$ cat config.mk
export PLATFORM = sky130hd
export DESIGN_NAME = scan_sequencer_flat
export DESIGN_NICKNAME = d
export VERILOG_FILES = /design/src/rtl/scan_sequencer_if.sv /design/src/rtl/scan_sequencer.sv /design/src/flat_wrapper.sv
export SDC_FILE = /design/constraint.sdc
export NUM_CORES = 1
export LEC_CHECK = 0
export BUFFER_PORTS_ARGS = -buffer_cell sky130_fd_sc_hd__clkbuf_2
export CORE_UTILIZATION = 42
export CTS_CLUSTER_DIAMETER = 30
export DETAILED_ROUTE_END_ITERATION = 10
export RECOVER_POWER = 50
export SYNTH_ARGS = -nofsm -noshare
export SYNTH_HDL_FRONTEND = slang
export SYNTH_SLANG_ARGS = --single-unit
export TNS_END_PERCENT = 10
$ cat constraint.sdc
create_clock -name clk -period 2.42 [get_ports clk]
set_input_delay 0.484 -clock clk [delete_from_list [all_inputs] [get_ports clk]]
set_output_delay 0.484 -clock clk [all_outputs]
set_load 0.01 [all_outputs]
$ cat src/rtl/scan_sequencer_if.sv
// Command handshake between the host-side source and scan_sequencer.
// master drives in_valid/in_word/clr_req; slave returns in_ready.
interface scan_sequencer_if #(
  parameter int WORD_W = 8
);
  logic              in_valid;
  logic [WORD_W-1:0] in_word;
  logic              clr_req;
  logic              in_ready;

  modport master (
    output in_valid,
    output in_word,
    output clr_req,
    input  in_ready
  );

  modport slave (
    input  in_valid,
    input  in_word,
    input  clr_req,
    output in_ready
  );
endinterface

$ cat src/rtl/scan_sequencer.sv
// Serialises a WORD_W-bit instruction MSB-first and emits clear/shift/update/run strobes.
// Ports: clk, reset_n, cmd (slave handshake), ser_data, clear, shift, update, run, busy, done.
module scan_sequencer #(
  parameter int WORD_W     = 8,
  parameter int RUN_CYCLES = 1
) (
  input  logic              clk,
  input  logic              reset_n,
  scan_sequencer_if.slave   cmd,
  output logic              ser_data,
  output logic              clear,
  output logic              shift,
  output logic              update,
  output logic              run,
  output logic              busy,
  output logic              done
);

  // One counter serves both SHIFT and RUN, so size it for the larger.
  localparam int NMAX = (WORD_W > RUN_CYCLES) ? WORD_W : RUN_CYCLES;
  localparam int CW   = (NMAX > 1) ? $clog2(NMAX) : 1;

  localparam logic [CW-1:0] SHIFT_LAST = CW'(WORD_W - 1);
  localparam logic [CW-1:0] RUN_LAST   = CW'(RUN_CYCLES - 1);

  typedef enum logic [2:0] {
    S_IDLE,
    S_CLEAR,
    S_SHIFT,
    S_UPDATE,
    S_RUN,
    S_DONE
  } state_e;

  state_e            state_q, state_d;
  logic [CW-1:0]     cnt_q, cnt_d;
  logic [WORD_W-1:0] word_q, word_d;

  logic rdy_q, clr_q, shf_q, upd_q, run_q, done_q, ser_q;

  always_comb begin
    state_d = state_q;
    cnt_d   = cnt_q;
    word_d  = word_q;
    unique case (state_q)
      S_IDLE: begin
        // clear wins over a pending word; the word stays pending
        if (cmd.clr_req) begin
          state_d = S_CLEAR;
        end else if (cmd.in_valid) begin
          word_d  = cmd.in_word;
          cnt_d   = '0;
          state_d = S_SHIFT;
        end
      end
      S_CLEAR: state_d = S_DONE;
      S_SHIFT: begin
        // word shifts left so the MSB is always the next bit out
        word_d = {word_q[WORD_W-2:0], 1'b0};
        if (cnt_q == SHIFT_LAST) begin
          state_d = S_UPDATE;
        end else begin
          cnt_d = cnt_q + 1'b1;
        end
      end
      S_UPDATE: begin
        cnt_d   = '0;
        state_d = S_RUN;
      end
      S_RUN: begin
        if (cnt_q == RUN_LAST) begin
          state_d = S_DONE;
        end else begin
          cnt_d = cnt_q + 1'b1;
        end
      end
      S_DONE:  state_d = S_IDLE;
      default: state_d = S_IDLE;
    endcase
  end

  // Outputs are flops loaded from the next state, so they are
  // glitch-free and aligned with the state they describe.
  always_ff @(posedge clk or negedge reset_n) begin
    if (!reset_n) begin
      state_q <= S_IDLE;
      cnt_q   <= '0;
      word_q  <= '0;
      rdy_q   <= 1'b1;
      clr_q   <= 1'b0;
      shf_q   <= 1'b0;
      upd_q   <= 1'b0;
      run_q   <= 1'b0;
      done_q  <= 1'b0;
      ser_q   <= 1'b0;
    end else begin
      state_q <= state_d;
      cnt_q   <= cnt_d;
      word_q  <= word_d;
      rdy_q   <= (state_d == S_IDLE);
      clr_q   <= (state_d == S_CLEAR);
      shf_q   <= (state_d == S_SHIFT);
      upd_q   <= (state_d == S_UPDATE);
      run_q   <= (state_d == S_RUN);
      done_q  <= (state_d == S_DONE);
      ser_q   <= (state_d == S_SHIFT) & word_d[WORD_W-1];
    end
  end

  assign cmd.in_ready = rdy_q;
  assign busy         = ~rdy_q;
  assign clear        = clr_q;
  assign shift        = shf_q;
  assign update       = upd_q;
  assign run          = run_q;
  assign done         = done_q;
  assign ser_data     = ser_q;

endmodule

$ cat src/flat_wrapper.sv
// flat-port wrapper written by rule: the top's interface ports become plain ports
module scan_sequencer_flat 
#(
  parameter int WORD_W     = 8,
  parameter int RUN_CYCLES = 1
)
  (clk, reset_n, ser_data, clear, shift, update, run, busy, done, cmd_in_valid, cmd_in_word, cmd_clr_req, cmd_in_ready);
  scan_sequencer_if #(.WORD_W(WORD_W)) cmd_i ();
  input  logic clk;
  input  logic reset_n;
  output logic ser_data;
  output logic clear;
  output logic shift;
  output logic update;
  output logic run;
  output logic busy;
  output logic done;
  input wire logic [$bits(cmd_i.in_valid)-1:0] cmd_in_valid;
  input wire logic [$bits(cmd_i.in_word)-1:0] cmd_in_word;
  input wire logic [$bits(cmd_i.clr_req)-1:0] cmd_clr_req;
  output wire logic [$bits(cmd_i.in_ready)-1:0] cmd_in_ready;
  assign cmd_i.in_valid = cmd_in_valid;
  assign cmd_i.in_word = cmd_in_word;
  assign cmd_i.clr_req = cmd_clr_req;
  assign cmd_in_ready = cmd_i.in_ready;
  scan_sequencer #(.WORD_W(WORD_W), .RUN_CYCLES(RUN_CYCLES)) u_core (.clk(clk), .reset_n(reset_n), .cmd(cmd_i), .ser_data(ser_data), .clear(clear), .shift(shift), .update(update), .run(run), .busy(busy), .done(done));
endmodule
==> results.md <==
* Yosys top cell by area: dfrtp_1
* TritonCTS clock tree: yes
* EDFF count, synth at 0
* CP delay by family, top: flip-flops
* Top post-synthesis cells by area: dfrtp_1 46%, a221oi_2 5.8%, ha_1 3.6%
* WP data required at around 2.6 ns
* Most numerous cell in the Yosys netlist: dfrtp_1
* Initial antenna violation count at 0
* Crit-path cells: and2b_4, a22oi_2, o22ai_2, mux2_4
* FF-to-FF setup slack at 0.83 ns
* CP endpoint kind: flop
* Clock Root Buffer: clkbuf_4
* Avg Cell Area, Syn at 12.3 um2
* Die width at between 50 and 60 um
* Relative slew margins at a little under a third
* Leak at ~0.56 nW
* Gr usage total at 16.0%
* Largest net degree at the start of global routing at 21
* Max-slew violations at 0
* Post-synthesis cell area at ~1000 um2
* CP Data Arrival Time at around 1.8 ns
* Post-layout worst setup margin at a little over 0.8 ns
* Initial Utilization at 45.4%
* Hold Crit Class: in -> async
* Synth async-reset ratio at between 90% and 100%
* Num ports at 20
* Diode count at 0
* Min cycle time layout at about 1.6 ns
* Max_cap viols at 0
* Power Density at between 1000 and 1500 nW/um2
* Resize count post-CTS at 0
* Die ar. at roughly 2700 um2
* Row cnt at 17
* Layout cell share with drive strength beyond 1 at ~43%
* Syn Inst Count at between 80 and 90
* Worst-path maximum fanout at 12
* Vias at slightly below 700
* Post-layout nets at around 120
* GR Overflow Total at 0
* Final Cycle Share at approximately 66%
* Worst setup path class: reg -> reg
* Clock Sinks at 20
* Most common library cells after synthesis: 19 x dfrtp_1, 10 x nor2_1, 5 x inv_1
* DR WL/cell at between 10 and 15 um
* Mapped Nets at 99
* Fmax at about 630 MHz
* Critical Path Slowest Stage Cell: dfrtp_1
* DRC at 0
* First-pass GRT wire length at 3.00 mm
* Buf+Inv Stages, Crit Path at 0
* DR pass1 iterations at 4
* Die height at just over 50 um
* Post-synth top flop: dfrtp_1
* Port bufs at 19
* Final setup violation count at 0
* Post-CTS setup buffer count at 0
* Post-synthesis sequential area ratio at about half
* Worst-margin pin slew at between 1 and 1.5 ns
* Yosys warns at 0
* Core footprint at between 2000 and 2500 um2
* Final hold violation count at 0
* RSZ-0062 raised after global routing: no
* Maximum VDD drop at between 0.5 and 0.6 mV
* Via density at about 5.3
* Drt total wl at approximately 1.8 mm
* Skew final at 0.00345 ns
* Area share of the largest cell type after synthesis at between 40 and 50%
* Startpoint types: flop
* Crit Reg-Reg Startpoint: u_core.state_q[1]$_DFF_PN0_
* Routability cong. at about 0.76
* Clock Pin Slew Worst Setup and Hold Paths at about 0.12 ns
* Setup TNS at 0 ns
* Setup WS pre-CTS at ~0.83 ns
* Worst-case reg-to-reg path depth at 4
* 1st-iter DRT viols at 12
* Yosys reg bits at 20
* CTS Buf Count at 3
* Skew-Pair Late Insertion Delay at slightly above 0.3 ns
* Clock Tree Buf Depth at 2
* Status: complete, no violations
* Hold_buf cts at 0
* Detail Placement HPWL at 1.32 mm
* Number of library cell types mapped by synthesis at 33
* H-Tree Depth at 1
* Antenna Nets Post-Route at 0
* Max incr delay on CP at around 0.67 ns
* Area growth syn-to-layout at 11.7%
* R2R Path End: u_core.cnt_q[0]$_DFFE_PN0P_
* Vias in the first global route at roughly 670
[cell usage in the layout (no fill, tap or decap), drive strengths merged, types with 2 or more instances in the layout]
cell type  netlist  routed
nor2            14      14
nand2            5       5
nand2b           2       2
ha               3       3
clkbuf           0      23
and2b            2       2
nor3b            2       2
a22oi            4       4
nor3             2       2
mux2             2       2
a221oi           4       4
nor2b            2       2
inv              5       5
dfrtp           19      19
a22o             3       3
[cells by family after synthesis]
logic type	after synthesis	share of synthesized area (%)
AND/OR/NAND/NOR	32	20.3
adder cells (fa/ha/maj)	3	3.63
multiplexers	2	2.54
buffers and inverters	10	6.30
flip-flops	20	48.5
AO/OA/AOI/OAI	17	18.6
[registers in the layout (all words and copies together) (netlist names)]
name	count
u_core.cnt_q	3
u_core.word_q	7
u_core.ser_data	1
u_core.shift	1
u_core.state_q	3
u_core.cmd.in_ready	1
u_core.done	1
u_core.run	1
u_core.clear	1
u_core.update	1
[worst max-delay path by stage]
stage,startpoint,to,cells after the start
after global placement,u_core.state_q[1]$_DFF_PN0_,u_core.cnt_q[0]$_DFFE_PN0P_,4
final,u_core.state_q[1]$_DFF_PN0_,u_core.cnt_q[0]$_DFFE_PN0P_,4
after floorplan,u_core.cnt_q[0]$_DFFE_PN0P_,u_core.cnt_q[0]$_DFFE_PN0P_,5
after detailed placement,u_core.state_q[1]$_DFF_PN0_,u_core.cnt_q[0]$_DFFE_PN0P_,4
after global routing,u_core.state_q[2]$_DFF_PN0_,u_core.word_q[1]$_DFFE_PN0P_,6
after CTS,u_core.state_q[1]$_DFF_PN0_,u_core.cnt_q[0]$_DFFE_PN0P_,4
[layout make-up]
cell class | count | area, um2
inverter | 5 | 18.8
tap | 28 | 35.0
sequential | 20 | 502
multi-input combinational | 54 | 464
clock buffer | 4 | 36.3
timing repair buffer | 20 | 98.8
fill | 204 | 1120
[layer usage]
| layer | GRT usage, % | share of wire (%) | up-vias |
|---|---|---|---|
| met5 | 0 | 0 | - |
| met4 | 10.8 | 2.7 | 0 |
| met3 | 2.63 | 5.9 | 4 |
| met2 | 25.5 | 47 | 25 |
| met1 | 19.6 | 44 | 330 |
| li1 | - | - | 332 |
[worst register-to-register path, delay by kind of cell (launching register included)]
kind               cells  cell delay, ns
AOI/OAI and AO/OA      2            0.28
DFF                    1            0.67
muxes                  1            0.27
and+or+nand+nor        1            0.26
[metrics by stage]
stage	instance area (um2)	hold slack [ns]	utilization (%)	power, mW	instances
floorplan	1030	0.188	-	1.08	84
global placement	1120	0.468	49.4	1.16	127
CTS	1160	0.129	51.0	1.38	131
global route	1150	0.381	50.7	1.45	131
finish	1150	0.312	50.7	1.36	131
detailed placement	1120	0.472	49.4	1.18	127
[power breakdown]
part           internal (mW)  total, mW  leakage [nW]  switching, mW
registers              0.464      0.610         0.254          0.145
clock network         0.0920      0.202        0.0210          0.110
logic                  0.278      0.549         0.280          0.272
No activity file was read; power rests on OpenSTA's default activity.
